### config.mk
export PLATFORM = sky130hd
export DESIGN_NAME = snake_game_ctrl
export DESIGN_NICKNAME = d
export VERILOG_FILES = /design/src/rtl/snake_pkg.sv /design/src/rtl/key_press_det.sv /design/src/rtl/snake_game_ctrl.sv
export SDC_FILE = /design/constraint.sdc
export NUM_CORES = 1
export LEC_CHECK = 0
export ABC_CLOCK_PERIOD_IN_PS = 5800
export CORE_UTILIZATION = 42
export CTS_CLUSTER_SIZE = 40
export DETAILED_ROUTE_END_ITERATION = 10
export DONT_BUFFER_PORTS = 1
export PLACE_DENSITY = 0.66
export SLEW_MARGIN = 20
export SYNTH_ARGS = -nofsm -noshare
export SYNTH_HDL_FRONTEND = slang
export SYNTH_HIERARCHICAL = 1
export SYNTH_SLANG_ARGS = --single-unit
### constraint.sdc
create_clock -name clk -period 5.8 [get_ports clk]
set_input_delay 1.16 -clock clk [delete_from_list [all_inputs] [get_ports clk]]
set_output_delay 1.16 -clock clk [all_outputs]
set_load 0.01 [all_outputs]
### src/rtl/snake_pkg.sv
// Shared types and helpers for the snake game-flow controller.
// Latency: n/a (types, constants and an elaboration-time function only).
// Backpressure: n/a.
package snake_pkg;

   // Encoding is visible on game_status_o and consumed by the VGA-draw block.
   typedef enum logic [2:0] {
      ST_WELCOME = 3'd0,
      ST_READY   = 3'd1,
      ST_PLAY    = 3'd2,
      ST_PAUSE   = 3'd3,
      ST_HIT     = 3'd4,
      ST_OVER    = 3'd5,
      ST_WIN     = 3'd6
   } game_status_e;

   // Difficulty level; LVL_NONE only until the first switch latch.
   localparam logic [1:0] LVL_NONE = 2'd0;
   localparam logic [1:0] LVL_SLOW = 2'd1;
   localparam logic [1:0] LVL_MID  = 2'd2;
   localparam logic [1:0] LVL_FAST = 2'd3;

   // Bits needed to hold 0..value-1 (never less than 1).
   function automatic int unsigned clog2_f(input longint unsigned value);
      int unsigned width;
      width = 1;
      for (longint unsigned cap = 2; cap < value; cap = cap << 1)
         width++;
      return width;
   endfunction

endpackage

### src/rtl/key_press_det.sv
// Key press detector: 2-FF synchroniser plus registered falling-edge detect.
// Latency: press_o rises on the 3rd rising edge after the pin is first sampled low.
// Backpressure: none; a held key gives exactly one press pulse.
//
// Ports:
//   clk      in  system clock
//   rst_n    in  asynchronous active-low reset
//   key_n_i  in  raw active-low key pin, asynchronous to clk
//   press_o  out one-cycle press pulse
module key_press_det (
   input  logic clk,
   input  logic rst_n,
   input  logic key_n_i,
   output logic press_o
);

   logic sync1_q;
   logic sync2_q;
   logic last_q;
   logic press_q;

   // The chain resets to the "pressed" level so a key held down across reset
   // is only reported after it has been released and pressed again.
   always_ff @(posedge clk or negedge rst_n) begin
      if (!rst_n) begin
         sync1_q <= 1'b0;
         sync2_q <= 1'b0;
         last_q  <= 1'b0;
         press_q <= 1'b0;
      end else begin
         sync1_q <= key_n_i;
         sync2_q <= sync1_q;
         last_q  <= sync2_q;
         press_q <= last_q & ~sync2_q;
      end
   end

   assign press_o = press_q;

endmodule

### src/rtl/snake_game_ctrl.sv
// Game-flow controller for the VGA snake game: phase FSM, lives, difficulty, move tick, blink.
// Latency: key effect on the 4th edge after the pin is sampled low; all outputs registered.
// Backpressure: none; presses outside the states that use them are dropped.
//
// Ports:
//   clk, rst_n                 clock, asynchronous active-low reset
//   key_n_i[3:0]               direction keys {up,down,left,right}, active-low, async
//   key_pause_n_i              pause key, active-low, async
//   sw_n_i[2:0]                difficulty switches, active-low, [2] highest priority
//   hit_wall_i, hit_body_i     collision levels, used in PLAY only
//   score_bcd_i[11:0]          three-digit BCD score
//   game_status_o[2:0]         current phase (game_status_e)
//   level_o[1:0]               latched difficulty
//   lives_left_o[2:0]          remaining lives
//   move_tick_o                one-cycle snake advance pulse
//   snake_display_o            snake visible
//   respawn_o, game_reset_o    one-cycle pulses to the snake / score+food blocks
module snake_game_ctrl #(
   parameter int unsigned WELCOME_CYC    = 150_000_000,
   parameter int unsigned FLASH_HALF_CYC = 12_500_000,
   parameter int unsigned FLASH_TOGGLES  = 6,
   parameter int unsigned LIVES          = 3,
   parameter logic [11:0] WIN_SCORE      = 12'h100,
   parameter int unsigned SPD1_CYC       = 12_500_000,
   parameter int unsigned SPD2_CYC       = 6_250_000,
   parameter int unsigned SPD3_CYC       = 3_125_000
) (
   input  logic        clk,
   input  logic        rst_n,
   input  logic [3:0]  key_n_i,
   input  logic        key_pause_n_i,
   input  logic [2:0]  sw_n_i,
   input  logic        hit_wall_i,
   input  logic        hit_body_i,
   input  logic [11:0] score_bcd_i,
   output logic [2:0]  game_status_o,
   output logic [1:0]  level_o,
   output logic [2:0]  lives_left_o,
   output logic        move_tick_o,
   output logic        snake_display_o,
   output logic        respawn_o,
   output logic        game_reset_o
);

   import snake_pkg::*;

   // The phase counter is shared between the welcome hold and the flash half-period.
   localparam int unsigned PH_MAX  = (WELCOME_CYC > FLASH_HALF_CYC) ? WELCOME_CYC : FLASH_HALF_CYC;
   localparam int unsigned PH_W    = clog2_f(PH_MAX);
   localparam int unsigned TG_W    = clog2_f(FLASH_TOGGLES);
   localparam int unsigned SPD_A   = (SPD1_CYC > SPD2_CYC) ? SPD1_CYC : SPD2_CYC;
   localparam int unsigned SPD_MAX = (SPD_A > SPD3_CYC) ? SPD_A : SPD3_CYC;
   localparam int unsigned DIV_W   = clog2_f(SPD_MAX);

   localparam logic [PH_W-1:0] WELCOME_LAST = PH_W'(WELCOME_CYC - 1);
   localparam logic [PH_W-1:0] HALF_LAST    = PH_W'(FLASH_HALF_CYC - 1);
   localparam logic [TG_W-1:0] TOG_LAST     = TG_W'(FLASH_TOGGLES - 1);
   localparam logic [2:0]      LIVES_INIT   = 3'(LIVES);

   logic [3:0]       dir_press_v;
   logic             dir_press;
   logic             pause_press;
   logic [1:0]       sw_level;
   logic [DIV_W-1:0] spd_last;
   logic             div_wrap;

   game_status_e     state_q;
   logic [1:0]       level_q;
   logic [2:0]       lives_q;
   logic [PH_W-1:0]  phase_q;
   logic [TG_W-1:0]  toggle_q;
   logic [DIV_W-1:0] div_q;
   logic             tick_q;
   logic             display_q;
   logic             respawn_q;
   logic             game_reset_q;

   key_press_det u_key_up    (.clk(clk), .rst_n(rst_n), .key_n_i(key_n_i[3]),   .press_o(dir_press_v[3]));
   key_press_det u_key_down  (.clk(clk), .rst_n(rst_n), .key_n_i(key_n_i[2]),   .press_o(dir_press_v[2]));
   key_press_det u_key_left  (.clk(clk), .rst_n(rst_n), .key_n_i(key_n_i[1]),   .press_o(dir_press_v[1]));
   key_press_det u_key_right (.clk(clk), .rst_n(rst_n), .key_n_i(key_n_i[0]),   .press_o(dir_press_v[0]));
   key_press_det u_key_pause (.clk(clk), .rst_n(rst_n), .key_n_i(key_pause_n_i), .press_o(pause_press));

   assign dir_press = |dir_press_v;

   // Only consulted once at least one switch is low.
   assign sw_level = !sw_n_i[2] ? LVL_FAST : (!sw_n_i[1] ? LVL_MID : LVL_SLOW);

   always_comb begin
      case (level_q)
         LVL_MID:  spd_last = DIV_W'(SPD2_CYC - 1);
         LVL_FAST: spd_last = DIV_W'(SPD3_CYC - 1);
         default:  spd_last = DIV_W'(SPD1_CYC - 1);
      endcase
   end

   assign div_wrap = (div_q == spd_last);

   always_ff @(posedge clk or negedge rst_n) begin
      if (!rst_n) begin
         state_q      <= ST_WELCOME;
         level_q      <= LVL_NONE;
         lives_q      <= LIVES_INIT;
         phase_q      <= '0;
         toggle_q     <= '0;
         div_q        <= '0;
         tick_q       <= 1'b0;
         display_q    <= 1'b1;
         respawn_q    <= 1'b0;
         game_reset_q <= 1'b0;
      end else begin
         tick_q       <= 1'b0;
         respawn_q    <= 1'b0;
         game_reset_q <= 1'b0;
         case (state_q)
            ST_WELCOME: begin
               if (phase_q != WELCOME_LAST) begin
                  phase_q <= phase_q + 1'b1;
               end else if (sw_n_i != 3'b111) begin
                  level_q <= sw_level;
                  lives_q <= LIVES_INIT;
                  phase_q <= '0;
                  state_q <= ST_READY;
               end
            end
            ST_READY: begin
               if (dir_press) begin
                  div_q   <= '0;
                  state_q <= ST_PLAY;
               end
            end
            ST_PLAY: begin
               // The divider advances on every PLAY cycle, including the one that
               // leaves for PAUSE, so a resumed game keeps its position in the period.
               div_q <= div_wrap ? '0 : div_q + 1'b1;
               if (score_bcd_i >= WIN_SCORE) begin
                  display_q <= 1'b1;
                  state_q   <= ST_WIN;
               end else if (hit_wall_i | hit_body_i) begin
                  if (lives_q != 3'd0)
                     lives_q <= lives_q - 3'd1;
                  phase_q  <= '0;
                  toggle_q <= '0;
                  state_q  <= ST_HIT;
               end else if (pause_press) begin
                  state_q <= ST_PAUSE;
               end else begin
                  tick_q <= div_wrap;
               end
            end
            ST_PAUSE: begin
               if (pause_press)
                  state_q <= ST_PLAY;
            end
            ST_HIT: begin
               if (phase_q == HALF_LAST) begin
                  phase_q <= '0;
                  if (toggle_q == TOG_LAST) begin
                     // Last half-period boundary ends the flash instead of toggling.
                     toggle_q <= '0;
                     if (lives_q == 3'd0) begin
                        display_q <= 1'b0;
                        state_q   <= ST_OVER;
                     end else begin
                        display_q <= 1'b1;
                        respawn_q <= 1'b1;
                        state_q   <= ST_READY;
                     end
                  end else begin
                     toggle_q  <= toggle_q + 1'b1;
                     display_q <= ~display_q;
                  end
               end else begin
                  phase_q <= phase_q + 1'b1;
               end
            end
            ST_OVER, ST_WIN: begin
               if (dir_press) begin
                  game_reset_q <= 1'b1;
                  phase_q      <= '0;
                  toggle_q     <= '0;
                  div_q        <= '0;
                  display_q    <= 1'b1;
                  state_q      <= ST_WELCOME;
               end
            end
            default: state_q <= ST_WELCOME;
         endcase
      end
   end

   assign game_status_o   = state_q;
   assign level_o         = level_q;
   assign lives_left_o    = lives_q;
   assign move_tick_o     = tick_q;
   assign snake_display_o = display_q;
   assign respawn_o       = respawn_q;
   assign game_reset_o    = game_reset_q;

endmodule

==> results of run 1 <==
power groups by stage:
| stage | logic, mW | registers [mW] | clock network, mW |
|---|---|---|---|
| global route | 0.731 | 0.776 | 0.596 |
| global placement | 0.631 | 0.770 | 0 |
| detailed placement | 0.646 | 0.774 | 0 |
| CTS | 0.649 | 0.763 | 0.574 |
| floorplan | 0.572 | 0.719 | 0 |
| finish | 0.658 | 0.764 | 0.554 |
cells by family (layout without fill, tap and decap cells):
logic type,Yosys count,after routing,share of synthesized area (%)
AO/OA/AOI/OAI,165,165,23.7
flip-flops,87,87,45.7
buffers and inverters,39,35,3.77
adder cells (fa/ha/maj),4,4,1.05
AND/OR/NAND/NOR,191,191,23.5
multiplexers,5,5,1.07
XOR/XNOR,7,7,1.28
path summary, 6_finish.rpt:
kind,startpoint,to,slack (ns),cells after the start
hold / removal,u_key_left/sync1_q,u_key_left/sync2_q,0.35,0
min in group asynchronous,rst_n,game_status_o[2],0.50,0
hold reg to reg,u_key_left/sync1_q,u_key_left/sync2_q,0.35,0
setup reg to reg,game_status_o[1],div_q[14],2.84,6
max in group asynchronous,rst_n,snake_display_o,5.11,0
setup / recovery,game_status_o[1],div_q[14],2.84,6
flip-flops by register name, summed over array words and instances (netlist names), 2 cells and up:
signal	flops
phase_q	28
div_q	24
game_status_o	3
lives_left_o	3
toggle_q	3
level_o	2
worst max-delay path: stages, from the launching register on:
cell and delay, ns:
dfrtp_1 0.81, clkinv_1 0.42, nor3_1 0.33, o21ai_0 0.14, o21ai_1 0.71, nor2b_1 0.10, a211o_1 0.32
synth_stat cells (7+ instances only):
cell,count,share of area (%)
inv_1,13,1.0
and3_1,10,1.3
nor2_1,25,2.0
nor3_1,9,0.94
nand2_1,39,3.1
a32oi_1,7,1.3
and2_1,9,1.2
a22oi_1,9,1.4
nand4_1,9,1.2
a31oi_1,9,1.2
nand3_1,26,2.7
o21ai_0,44,4.6
a22o_1,8,1.5
nand2b_1,10,1.3
o31ai_1,11,1.7
dfrtp_1,84,44
a21o_1,8,1.3
clkbuf_1,12,0.94
a21oi_1,30,3.1
buf_2,9,0.94
final cells by class:
| type | count | area, um2 |
|---|---|---|
| fill | 1017 | 5790 |
| multi-input combinational | 372 | 2420 |
| sequential | 87 | 2180 |
| clock buffer | 11 | 243 |
| tap | 140 | 175 |
| inverter | 15 | 56.3 |
| clock inverter | 5 | 42.5 |
| timing repair buffer | 4 | 30.0 |
layer usage:
layer  global-route usage (%)  share of wire, %  vias to the layer above
met5                        0                 0                        -
met4                     6.08               1.3                        0
met3                     5.98               6.6                       13
met2                     31.1                46                      121
met1                     27.6                46                     1902
li1                         -                 -                     1880
stage by stage:
| stage | hold slack, ns | power [mW] | cells |
|---|---|---|---|
| after floorplan | 0.331 | 1.29 | 498 |
| after global placement | 0.332 | 1.40 | 618 |
| after detailed placement | 0.336 | 1.42 | 618 |
| after CTS | 0.347 | 1.99 | 634 |
| after global routing | 0.353 | 2.10 | 634 |
| final | 0.345 | 1.98 | 634 |
==> flow_summary_export.csv, run 1 <==
group,metric,value,unit
timing,drv_slew,0,
flow_run,drv_cap,0,
global_route,grt_overflow,0,
clock_network,cts.sinks,87,
synthesis,synth_edf_count,0,
placement,hpwl,7250,um
die,die_x,109,um
final_layout,layout_common_cells,"84 x dfrtp_1, 43 x o21ai_0, 39 x nand2_1, 30 x a21oi_1, 26 x nand3_1",
timing,fin_skew,0.0114,ns
synthesis,netlist_instances,498,
pwr,comb_power_share,33.3,%
pwr,sw_frac_of_total,39.2,%
timing,worst_pin_slew,0.991,ns
die,num_io_pins,36,
placement,globalplace.congestion,0.828,
timing,fin_crit,2.96,ns
die,die_h,109,um
synthesis,syn_area_per_cell,9.59,um2
clock_network,cts.repair.resized,0,
placement,dpl-instance-area,0.00486,mm2
synthesis,synth_nets,526,
outcome,status,"finished clean",
global_route,antenna_found_initial,0,
clock_network,h-tree-depth,3,
pwr,p_per_area,384,mW/mm2
pwr,power_frac_seq,38.6,%
routing,wl_per_cell,17.3,um
routing,ant_nets,0,
clock_network,cts-root-buf,"clkbuf_16",
final_layout,fin_area,0.00515,mm2
synthesis,yosys_warnings,6,
worst_setup_path,critPathRequiredTime,6.03,ns
min_path,hold_path.class,"flip-flop to flip-flop",
pwr,cell_internal_pwr,1.20,mW
synthesis,synth-async-reset-ratio,100,%
placement,port_buffers,0,
pwr,pwr-share-clk,28.0,%
global_route,grt_pass1_wl,18400,um
final_layout,layout_commonest_cell,"dfrtp_1",
pwr,ir_worst_vdd,305,uV
final_layout,final_core_util,47.1,%
placement,dp_slack,2.52,ns
synthesis,ys.flop_type,"dfrtp_1",
global_route,grt_max_degree,88,
worst_setup_path,critPathKind,"flip-flop to flip-flop",
routing,drtIter0Drc,271,
routing,wirelength,11000,um
timing,worst_slack,2.84,ns
clock_network,cts_tree,"yes",
die,row_count,38,
timing,fin_crit_sh,51.0,%
timing,max_slew_margin,33.7,%
pwr,switching_power,0.776,mW
timing,grt_setup_unrepaired,"false",
final_layout,antenna_cells,0,
clock_network,cts_made_buffers,9,
clock_network,path_clk_slew,0.07,ns
final_layout,drive_above_1_share,9.11,%
die,start_util,43.7,%
worst_setup_path,cp.arrival,3.19,ns
timing,hold_viol,0,
worst_setup_path,worst_setup_path_start_kind,"flip-flop",
timing,finalSetupViolCount,0,
clock_network,post_cts_buffers,0,
die,core-area,0.0109,mm2
routing,num_vias,3916,
global_route,grtUsageTotal,20.3,%
clock_network,clkLatencyLatePin,0.35,ns
die,die_area,0.0118,mm2
worst_setup_path,crit_fanout,19,
routing,drtPass1Iterations,5,
final_layout,synthToLayoutAreaGrowth,7.78,%
clock_network,cts_hold_buf,0,
routing,drc,0,
global_route,grt_pass1_vias,3709,
timing,setup_tns,0,ns
synthesis,synth_area,0.00477,mm2
final_layout,fin_nets,517,
synthesis,ys_ff_latch,87,
synthesis,synth.distinct_cells,69,
pwr,leakage,2.14,nW
timing,timing.fmax,338,MHz
synthesis,yosysSeqAreaShare,45.7,%
clock_network,cts_buffer_depth,2,
worst_setup_path,end_kind,"flip-flop",
routing,vias_per_cell,6.18,
(Power assumes the default switching activity.)
==> inputs of run 2 (changes only) <==
- ABC_CLOCK_PERIOD_IN_PS: 5800 -> 2800
- clock period: 5.8 -> 2.8 ns (I/O delays scaled with it)
==> run 2 against run 1 <==
Net effect: non-clock buffer count rose by 18; sequential cell count did not move; total power rose by 120%; combinational power rose by 140%; design area rose by 3.4%; sequential share of layout area fell by 1.4 points; clock-buffer cell count fell by 2; first-iteration DRC count rose by 5.9%; cell count rose by 2.8%.
==> flow_summary_export.csv, run 2 (synthesis results as in run 1) <==
group,metric,value,unit
global_route,grt_pass1_wl,18500,um
timing,timing.fmax,389,MHz
flow_run,drv_cap,0,
timing,worst_slack,0.229,ns
final_layout,synthToLayoutAreaGrowth,11.4,%
placement,globalplace.congestion,0.880,
worst_setup_path,max_stage_delay,0.58,ns
die,start_util,43.7,%
timing,hold_slack,0.0630,ns
final_layout,fin_nets,535,
timing,fin_crit_sh,91.8,%
die,num_io_pins,36,
placement,dp_cells,635,
worst_setup_path,crit_fanout,10,
routing,drtIter0Drc,287,
final_layout,drive_above_1_share,12.5,%
timing,worst_pin_slew,0.593,ns
final_layout,layout_commonest_cell,"dfrtp_1",
pwr,p_per_area,808,mW/mm2
final_layout,regMostFlops,"phase_q",
placement,dpl-instance-area,0.00499,mm2
placement,hpwl,7510,um
clock_network,clkLatencyLatePin,0.34,ns
die,core-area,0.0109,mm2
pwr,leakage,2.25,nW
timing,hold_viol,0,
final_layout,multi_input_area,0.00242,mm2
worst_setup_path,end_kind,"flip-flop",
routing,wirelength,11000,um
routing,vias_per_cell,6.14,
final_layout,layout_common_cells,"84 x dfrtp_1, 43 x o21ai_0, 39 x nand2_1, 30 x a21oi_1, 26 x nand3_1",
placement,port_buffers,0,
clock_network,h-tree-depth,3,
final_layout,largest_reg_flops,28,
min_path,hold_path.class,"primary input to asynchronous set/reset pin",
worst_setup_path,critPathKind,"flip-flop to flip-flop",
final_layout,n_fill_cell,1013,
final_layout,final_core_util,48.6,%
timing,fin_skew,0.00670,ns
die,die_h,109,um
routing,ant_nets,0,
routing,drc,0,
worst_setup_path,worst_setup_path_start_kind,"flip-flop",
worst_setup_path,critPathRequiredTime,3.03,ns
worst_setup_path,crit_path_top_delay_cell,"or4b_1",
outcome,status,"finished clean",
routing,wl_per_cell,16.8,um
routing,num_vias,4002,
die,row_count,38,
final_layout,final_cell_count_no_fill,652,
die,die_x,109,um
global_route,antenna_found_initial,0,
timing,finalSetupViolCount,0,
final_layout,antenna_cells,0,
timing,max_slew_margin,60.1,%
pwr,p_total,4.30,mW
timing,setup_tns,0,ns
worst_setup_path,cp_top_family,"simple AND/OR/NAND/NOR gates",
worst_setup_path,cp.arrival,2.80,ns
worst_setup_path,path_cells,"or4b_1 > a2111oi_0 > and4_1 > a221o_1 > nor4_1 > a211o_1",
clock_network,cts_made_buffers,9,
global_route,grt_max_degree,85,
pwr,ir_worst_vdd,434,uV
die,die_area,0.0118,mm2
clock_network,cts-root-buf,"clkbuf_16",
clock_network,cts_buffer_depth,2,
final_layout,biggestRegsByFlops,"phase_q x28, div_q x24",
clock_network,path_clk_slew,0.07,ns
final_layout,ff_latch_area,0.00218,mm2
timing,grt_setup_unrepaired,"false",
global_route,grt_pass1_vias,3700,
global_route,grt_overflow,0,
routing,drtPass1Iterations,5,
worst_setup_path,crit_buf_inv,0,
timing,drv_slew,0,
timing,fin_crit,2.57,ns
clock_network,cts_tree,"yes",
final_layout,fin_area,0.00532,mm2
clock_network,cts.sinks,87,
placement,dp_slack,0.247,ns
global_route,grtUsageTotal,20.2,%
==> run 2: cell types whose count changed in the layout (fill, tap and decap cells not counted), sizes merged <==
cell / change
buf: +18
clkbuf: -2
bufinv: +1
clkinv: +1
clkinvlp: -1
inv: +1
==> run 2: what timing repair did <==
action	4_1_cts	5_1_grt
endpoints found under the hold margin	84	0
resized for setup	0	0
hold buffers	1	0
setup endpoints to repair	0	0
buffers inserted	0	0
==> run 2: final cells by class <==
cell class,count,share of cell area (%)
clock buffer,9,4.23
clock inverter,7,1.48
inverter,15,1.06
multi-input combinational,372,45.5
sequential,87,41.0
tap,140,3.29
timing repair buffer,22,3.48
==> run 2: power by group <==
| part | internal, mW | total, mW | switching [mW] |
|---|---|---|---|
| Combinational | 0.576 | 1.56 | 0.985 |
| Sequential | 1.37 | 1.52 | 0.143 |
| Clock | 0.701 | 1.22 | 0.522 |
==> run 2: per-layer routing <==
metal | global-route usage, % | wire length [um] | share of wire [%] | up-vias
met2 | 31.2 | 4970 | 45 | 140
met5 | 0 | 0 | 0 | -
met3 | 4.60 | 758 | 6.9 | 14
li1 | - | - | - | 1911
met4 | 6.56 | 178 | 1.6 | 0
met1 | 28.1 | 5070 | 46 | 1937
==> run 2: worst paths after layout <==
kind | startpoint | end | slack (ns) | cells after the start
worst max-delay path | div_q[7] | div_q[14] | 0.23 | 6
worst min-delay path | rst_n | snake_display_o | 0.06 | 0
worst max register to register | div_q[7] | div_q[14] | 0.23 | 6
worst min register to register | u_key_left/sync1_q | u_key_left/sync2_q | 0.35 | 0
max in group asynchronous | rst_n | u_key_left/press_o | 2.35 | 1
min in group clk | key_n_i[1] | u_key_left/sync1_q | 0.25 | 0
